`config.mk`:
```
export PLATFORM = sky130hd
export DESIGN_NAME = verily_core
export DESIGN_NICKNAME = d
export VERILOG_FILES = /design/src/rtl/verily_core.sv
export SDC_FILE = /design/constraint.sdc
export NUM_CORES = 1
export LEC_CHECK = 0
export ABC_AREA = 0
export BUFFER_PORTS_ARGS = -buffer_cell sky130_fd_sc_hd__buf_2
export CORE_MARGIN = 2
export CORE_UTILIZATION = 29
export CTS_CLUSTER_DIAMETER = 100
export DETAILED_ROUTE_END_ITERATION = 10
export HOLD_SLACK_MARGIN = 0.12
export MAX_ROUTING_LAYER = met4
export PLACE_DENSITY_LB_ADDON = 0.08
export REMOVE_ABC_BUFFERS = 1
export SETUP_SLACK_MARGIN = 0.2
export SYNTH_ARGS = -nofsm -noshare
export SYNTH_HDL_FRONTEND = slang
export SYNTH_SLANG_ARGS = --single-unit
```
`constraint.sdc`:
```
create_clock -name clk -period 2.1 [get_ports clk]
set_input_delay 0.21 -clock clk [delete_from_list [all_inputs] [get_ports clk]]
set_output_delay 0.21 -clock clk [all_outputs]
set_load 0.01 [all_outputs]
```
`src/rtl/verily_core.sv`:
```
// verily_core: board-demo LED controller.
// Shows the slide switches directly on the LEDs (pass-through), or one of four
// animated patterns. The patterns step once per prescaler tick. Each debounced
// press of the joystick select button reverses the animation direction.
//
// Ports:
//   clk         system clock, single domain
//   reset       synchronous, active-high reset
//   switch[7:0] async slide switches: [7] pass-through, [2] pause, [1:0] pattern select
//   joy_select  async joystick select button, active high, bouncy
//   led[7:0]    registered LED drive, 1 = lit
module verily_core #(
    parameter int unsigned CLK_DIV         = 1000,
    parameter int unsigned DEBOUNCE_CYCLES = 4
) (
    input  logic       clk,
    input  logic       reset,
    input  logic [7:0] switch,
    input  logic       joy_select,
    output logic [7:0] led
);

    localparam int unsigned PW = $clog2(CLK_DIV);
    localparam int unsigned DW = (DEBOUNCE_CYCLES > 1) ? $clog2(DEBOUNCE_CYCLES) : 1;
    localparam logic [PW-1:0] PRESC_MAX = PW'(CLK_DIV - 1);
    localparam logic [DW-1:0] DEB_MAX   = DW'(DEBOUNCE_CYCLES - 1);

    typedef enum logic [2:0] {
        M_CNT  = 3'd0,
        M_ROT  = 3'd1,
        M_SCAN = 3'd2,
        M_LFSR = 3'd3,
        M_PASS = 3'd4
    } mode_t;

    typedef enum logic {
        SCAN_LEFT  = 1'b0,
        SCAN_RIGHT = 1'b1
    } scan_dir_t;

    // Two-flop synchronisers
    logic [7:0] sw_meta, sw_s;
    logic       joy_meta, joy_s;

    // Debouncer and direction
    logic          deb;
    logic [DW-1:0] deb_cnt;
    logic          dir;

    // Prescaler, mode tracking, pattern registers
    logic [PW-1:0] presc;
    mode_t         mode_q;
    logic [7:0]    cnt, rot, scan, lfsr;
    scan_dir_t     scan_dir;

    mode_t      mode_c;
    logic       tick_c;
    logic       mode_chg_c;
    logic       adv_c;
    logic       joy_diff_c;
    logic       deb_accept_c;
    logic       press_c;
    logic       lfsr_fb_c;
    logic [7:0] pat_c;

    // Decode mode, tick, debounce acceptance and LED source
    always_comb begin
        mode_c       = sw_s[7] ? M_PASS : mode_t'({1'b0, sw_s[1:0]});
        tick_c       = (presc == PRESC_MAX);
        mode_chg_c   = (mode_c != mode_q);
        // A mode change reloads the new pattern and suppresses the tick in that cycle
        adv_c        = tick_c && !sw_s[2] && !mode_chg_c;
        joy_diff_c   = (joy_s != deb);
        deb_accept_c = joy_diff_c && (deb_cnt == DEB_MAX);
        // Press fires in the same cycle the debounced level goes 0 -> 1
        press_c      = deb_accept_c && joy_s;
        lfsr_fb_c    = lfsr[7] ^ lfsr[5] ^ lfsr[4] ^ lfsr[3];
        pat_c        = sw_s;
        case (mode_c)
            M_CNT:   pat_c = cnt;
            M_ROT:   pat_c = rot;
            M_SCAN:  pat_c = scan;
            M_LFSR:  pat_c = lfsr;
            default: pat_c = sw_s;
        endcase
    end

    // All state, including the scan bounce state machine
    always_ff @(posedge clk) begin
        if (reset) begin
            sw_meta  <= 8'h00;
            sw_s     <= 8'h00;
            joy_meta <= 1'b0;
            joy_s    <= 1'b0;
            deb      <= 1'b0;
            deb_cnt  <= '0;
            dir      <= 1'b0;
            presc    <= '0;
            mode_q   <= M_CNT;
            cnt      <= 8'h00;
            rot      <= 8'h01;
            scan     <= 8'h01;
            scan_dir <= SCAN_LEFT;
            lfsr     <= 8'h01;
            led      <= 8'h00;
        end else begin
            sw_meta  <= switch;
            sw_s     <= sw_meta;
            joy_meta <= joy_select;
            joy_s    <= joy_meta;

            if (deb_accept_c) begin
                deb     <= joy_s;
                deb_cnt <= '0;
            end else if (joy_diff_c) begin
                deb_cnt <= deb_cnt + 1'b1;
            end else begin
                deb_cnt <= '0;
            end

            // Old dir is used by any pattern step in this same cycle
            if (press_c) begin
                dir <= ~dir;
            end

            presc  <= tick_c ? '0 : presc + 1'b1;
            mode_q <= mode_c;

            case (mode_c)
                M_CNT: begin
                    if (mode_chg_c)  cnt <= 8'h00;
                    else if (adv_c)  cnt <= dir ? cnt - 8'd1 : cnt + 8'd1;
                end
                M_ROT: begin
                    if (mode_chg_c)  rot <= 8'h01;
                    else if (adv_c)  rot <= dir ? {rot[0], rot[7:1]} : {rot[6:0], rot[7]};
                end
                M_SCAN: begin
                    if (mode_chg_c) begin
                        scan     <= 8'h01;
                        scan_dir <= SCAN_LEFT;
                    end else if (adv_c) begin
                        // Turn around on reaching an end so each end bit is lit for one tick
                        if (scan_dir == SCAN_LEFT) begin
                            if (scan[7]) begin
                                scan     <= {1'b0, scan[7:1]};
                                scan_dir <= SCAN_RIGHT;
                            end else begin
                                scan <= {scan[6:0], 1'b0};
                            end
                        end else begin
                            if (scan[0]) begin
                                scan     <= {scan[6:0], 1'b0};
                                scan_dir <= SCAN_LEFT;
                            end else begin
                                scan <= {1'b0, scan[7:1]};
                            end
                        end
                    end
                end
                M_LFSR: begin
                    if (mode_chg_c)  lfsr <= 8'h01;
                    else if (adv_c)  lfsr <= {lfsr[6:0], lfsr_fb_c};
                end
                default: ;
            endcase

            led <= pat_c;
        end
    end

endmodule

```
# Yosys cells after proc, flatten, opt, wreduce, memory -nomap -nowiden
# Cells that the tools add are included.
classes:
  bitwise_logic: 5
  add_sub_neg: 4
  n_reduce_logical: 14
  n_mux: 20
  eq_ne: 7
ops:
  columns: ["op", "n"]
  rows:
  - ["$mux W8", 13]
  - ["$pmux W8 S4", 1]
  - ["$add A10 B1 Y10 const B", 1]
  - ["$eq A10 B10 Y1 const B", 1]
  - ["$add A8 B1 Y8 const B", 1]
  - ["$reduce_and A2 Y1", 4]
  - ["$sub A8 B1 Y8 const B", 1]
  - ["$eq A3 B2 Y1 const B", 2]
  - ["$mux W1", 5]
  - ["$logic_and A1 B1 Y1", 4]
  - ["$eq A3 B1 Y1 const B", 1]
  - ["$logic_not A3 Y1", 1]
  - ["$mux W3", 1]
  - ["$ne A3 B3 Y1", 1]
  - ["$reduce_or A3 Y1", 1]
  - ["$xor A1 B1 Y1", 3]
  - ["$add A2 B1 Y2 const B", 1]
  - ["$eq A2 B2 Y1 const B", 1]
  - ["$logic_not A1 Y1", 2]
  - ["$not A1 Y1", 2]
  - ["$reduce_bool A2 Y1", 1]
  - ["$reduce_or A2 Y1", 1]
  - ["$ne A1 B1 Y1", 1]
word_totals:
  input_bits: 11
  reg_bits: 76
  elab_cells: 65

# Logic depth before layout (Yosys ltp)
depth:
  ltp_word: 6
  depth_mapped: 8
  mapped_depth_nobuf: 6

# Worst setup path before layout
# No wires, ideal clock.
synth_path:
  kind: "register to register"
  startpoint: "register presc[0]"
  endpoint: "register lfsr[1]"
  t_arrival_ns: 1.918
  path_slack_ns: 0.055
  stages_incl_launch_ff: 9
  period_less_slack_ns: 2.045
  path_cell_list: "dfxtp_1 ha_1 nand4b_1 or4_1 buf_4 a21o_1 buf_6 a22oi_1 nor2_1"
synth_between:
  elab_chain_cells: 5
synth_lines:
  columns: ["element", "line", "source"]
  rows:
  - ["start: declaration", "51", "logic [PW-1:0] presc;"]
  - ["start signal: assignment", "126", "presc <= tick_c ? '0 : presc + 1'b1;"]
  - ["$eq A10 B10 Y1", "69", "tick_c = (presc == PRESC_MAX);"]
  - ["$logic_and A1 B1 Y1 (2 in a row)", "72", "adv_c = tick_c && !sw_s[2] && !mode_chg_c;"]
  - ["$reduce_bool A2 Y1 (no source line)", null, null]
  - ["$reduce_and A2 Y1 (no source line)", null, null]
  - ["end signal: assignment", "163", "else if (adv_c) lfsr <= {lfsr[6:0], lfsr_fb_c};"]
  - ["end: declaration", "53", "logic [7:0] cnt, rot, scan, lfsr;"]
# Every way passes these cells.
# A chain may end at the register's enable or synchronous reset.

# Worst setup path in the final report
layout_path:
  startpoint: "register dir"
  endpoint: "register cnt[7]"
layout_between:
  elab_chain_cells: 3
layout_lines:
  columns: ["element", "line", "source"]
  rows:
  - ["start: declaration", "48", "logic dir;"]
  - ["start signal: assignment", "123", "dir <= ~dir;"]
  - ["$mux W8 (2 in a row)", "132", "else if (adv_c) cnt <= dir ? cnt - 8'd1 : cnt + 8'd1;"]
  - ["$mux W8", "131", "if (mode_chg_c) cnt <= 8'h00;"]
  - ["end signal: assignment", "132", null]
  - ["end: declaration", "53", null]
# Every way passes these cells. The select of a mux whose other input is x is not followed.

==> results.yml <==
synthesis:
  synth_seq_cells: 76
  synthTopCellsByArea: "dfxtp_1 44%, mux2i_1 6.9%, nor2_1 6.0%, nor2b_1 4.5%, mux4_2 3.9%"
  ys_warn_count: 0
  synth_edf_count: 0
  synthDistinctLibCells: 48
  ys_seq_area_share_pct: 43.6
  synth.top_cell.area_share_pct: 43.6
  netlist_area_mm2: 0.00349
  postSynth.asyncResetShare_pct: 0
  synth_ff_type: "dfxtp_1"
  syn_area_per_cell_um2: 9.48
  synth_top_area_cell: "dfxtp_1"
  synth_cells: 368
run_status:
  status: "finished clean"
global_routing:
  grt_max_degree: 23
  grt_pass1_vias: 2603
  grtUsageTotal_pct: 14.1
  overflow: 0
  grt_pass1_wl_um: 13400
  grt_antenna_before_repair: 0
floorplanning:
  die_area_mm2: 0.0129
  fp.coreArea_mm2: 0.0119
  ios: 19
  chipHeight_um: 114
  initial_utilization_pct: 29.4
  die_w_um: 114
  placementRows: 40
route:
  drt-wirelength-per-cell_um: 14.6
  ant_nets: 0
  drt_iter0_markers: 108
  routed_wirelength_um: 8220
  num_vias: 2769
  drc: 0
  drt_pass1_iterations: 5
  vias_per_cell: 4.90
placement:
  placed_cells: 539
  place.gp.congestion: 0.747
  dp_hpwl_um: 5840
  port-buffer-count: 18
timing:
  finalHoldViolations: 0
  tightest_slew_ps: 452
  rsz0062_at_grt: "yes"
  setup_viol: 0
  skew_ps: 3.81
  max_clock_freq_mhz: 540
  maxSlewViolCount: 0
  finalCriticalPeriod_ps: 1850
  slew_headroom_pct: 69.9
  hold_ws_ps: 301
  post-route-period-util_pct: 88.1
layout:
  layout-drive-gt1-share_pct: 22.7
  synthToLayoutAreaGrowth_pct: 26.2
  n_antenna_cell: 0
  final_cells: 565
  post-route-util_pct: 37.1
  nets: 434
worst_setup_path:
  crit_required_ps: 2380
  cp-start-kind: "flop"
  worstSetupPathType: "flop to flop"
  cp-end-kind: "flop"
  worst-path-max-fanout: 8
  crit_family: "simple AND/OR/NAND/NOR gates"
  path_cells: "ha_1 -> buf_4 -> nand2_1 -> nor3_2 -> mux2_2 -> and4bb_1 -> nand3b_1"
  slowest_delay_ps: 390
  cp.arrival_ps: 2130
  crit_slowest_cell: "dfxtp_4"
  critPathBufInv: 1
cts:
  root_buffer: "clkbuf_16"
  clock_path_buffers: 2
  numCtsBuffers: 9
  clk_pin_slew_ps: 60
  cts_tree: "built"
  htreeDepth: 3
  insertion_delay_ps: 340
  cts_sinks: 76
pwr:
  power.leakage_nw: 1.67
  vdd_drop_max_v: 0.000320
  p_total_mw: 3.19
  powerDensity_mw_per_mm2: 725
run:
  drv_cap: 0
min_path:
  holdCritPathClass: "input port to flop"
placed cells by master, fill, tap and decap left out, types with 5 or more instances in the layout:
| cell type | n |
|---|---|
| or3_1 | 7 |
| xnor2_1 | 7 |
| o21ai_0 | 13 |
| a21oi_1 | 17 |
| nand2_1 | 13 |
| dlygate4sd3_1 | 9 |
| nand3_1 | 9 |
| nand2b_1 | 11 |
| clkbuf_16 | 9 |
| nor2b_1 | 25 |
| a22oi_1 | 10 |
| a2bb2oi_1 | 5 |
| buf_2 | 18 |
| dfxtp_1 | 71 |
| mux4_2 | 6 |
| nor2_1 | 56 |
| buf_4 | 25 |
| mux2i_1 | 24 |
| inv_1 | 5 |
| xor2_1 | 7 |
state kept, by name, indices dropped and copies added (netlist names), 2 cells and up:
register,count
presc,10
cnt,8
led,8
lfsr,8
rot,8
scan,8
sw_meta,8
sw_s,8
mode_q,3
deb_cnt,2
power breakdown:
| group | leakage, nW | internal [mW] | total (mW) | switching, mW |
|---|---|---|---|---|
| sequential | 0.620 | 1.47 | 1.48 | 0.0136 |
| combinational | 0.913 | 0.0829 | 0.183 | 0.100 |
| clock | 0.138 | 0.943 | 1.53 | 0.583 |
cells by family (layout without fill, tap and decap cells):
logic type | Yosys count | after routing | share of synthesized area (%)
xor+xnor | 14 | 14 | 3.52
flops | 76 | 76 | 43.6
compound gates | 74 | 74 | 14.1
simple gates | 140 | 140 | 20.9
buf+inv | 22 | 72 | 2.76
fa+ha+maj | 9 | 9 | 3.44
mux | 33 | 33 | 11.7
worst register-to-register path, delay by kind of cell (launching register included):
family / cells / cell delay, ps
AND/OR/NAND/NOR: 4 / 580
flip-flops: 1 / 390
multiplexers: 1 / 370
adder cells (fa/ha/maj): 1 / 310
buffers and inverters: 1 / 150
cells in the mapped netlist (all sizes together) (7+ instances only):
library cell and n:
dfxtp 76, nor2 56, nor2b 25, mux2i 24, a21oi 17, o21ai 17
nand2 13, nand2b 12, clkbuf 11, nand3 11, a22oi 10, ha 8
a2bb2oi 7, or3 7, xnor2 7, xor2 7
per-stage QoR:
| stage | TNS, ps | setup WS, ps | instance area [um^2] |
|---|---|---|---|
| after floorplan | -5240 | -354 | 3410 |
| after global placement | 0 | 76.9 | 3860 |
| after detailed placement | 0 | 33.8 | 3860 |
| after CTS | 0 | 135 | 4260 |
| after global routing | 0 | 165 | 4400 |
| final | 0 | 249 | 4400 |
cell type report:
type	count	area, um^2
fillers	1214	7460
multi-input cells	270	2010
flip-flops and latches	76	1530
repair buffers	52	368
clock buffers	11	243
well taps	147	184
clock inverters	4	50.0
inverters	5	18.8
what timing repair did:
action	CTS	global route
hold endpoints to repair	9	0
gates cloned	0	0
hold buffers	9	0
endpoints found under the setup margin	23	29
buffers inserted	0	2
gates resized for setup	5	24
pin swaps	2	5
layer usage:
layer / share of wire, % / vias up / track usage, % / wire (um)
met5: 0 / - / - / 0
met4: 2.1 / 0 / 6.59 / 173
met3: 2.7 / 13 / 3.03 / 226
met2: 47 / 37 / 22.0 / 3860
met1: 48 / 1322 / 17.4 / 3960
li1: - / 1397 / - / -
worst paths after layout:
kind                                  from    endpoint  slack [ps]  depth (start not counted)
worst max-delay path                   dir      cnt[7]         250                          7
worst min-delay path                 reset      rot[6]         300                          2
worst max register to register         dir      cnt[7]         250                          7
worst min register to register  deb_cnt[0]  deb_cnt[0]         420                          1
Note: power is estimated with default switching activity, not from simulation.
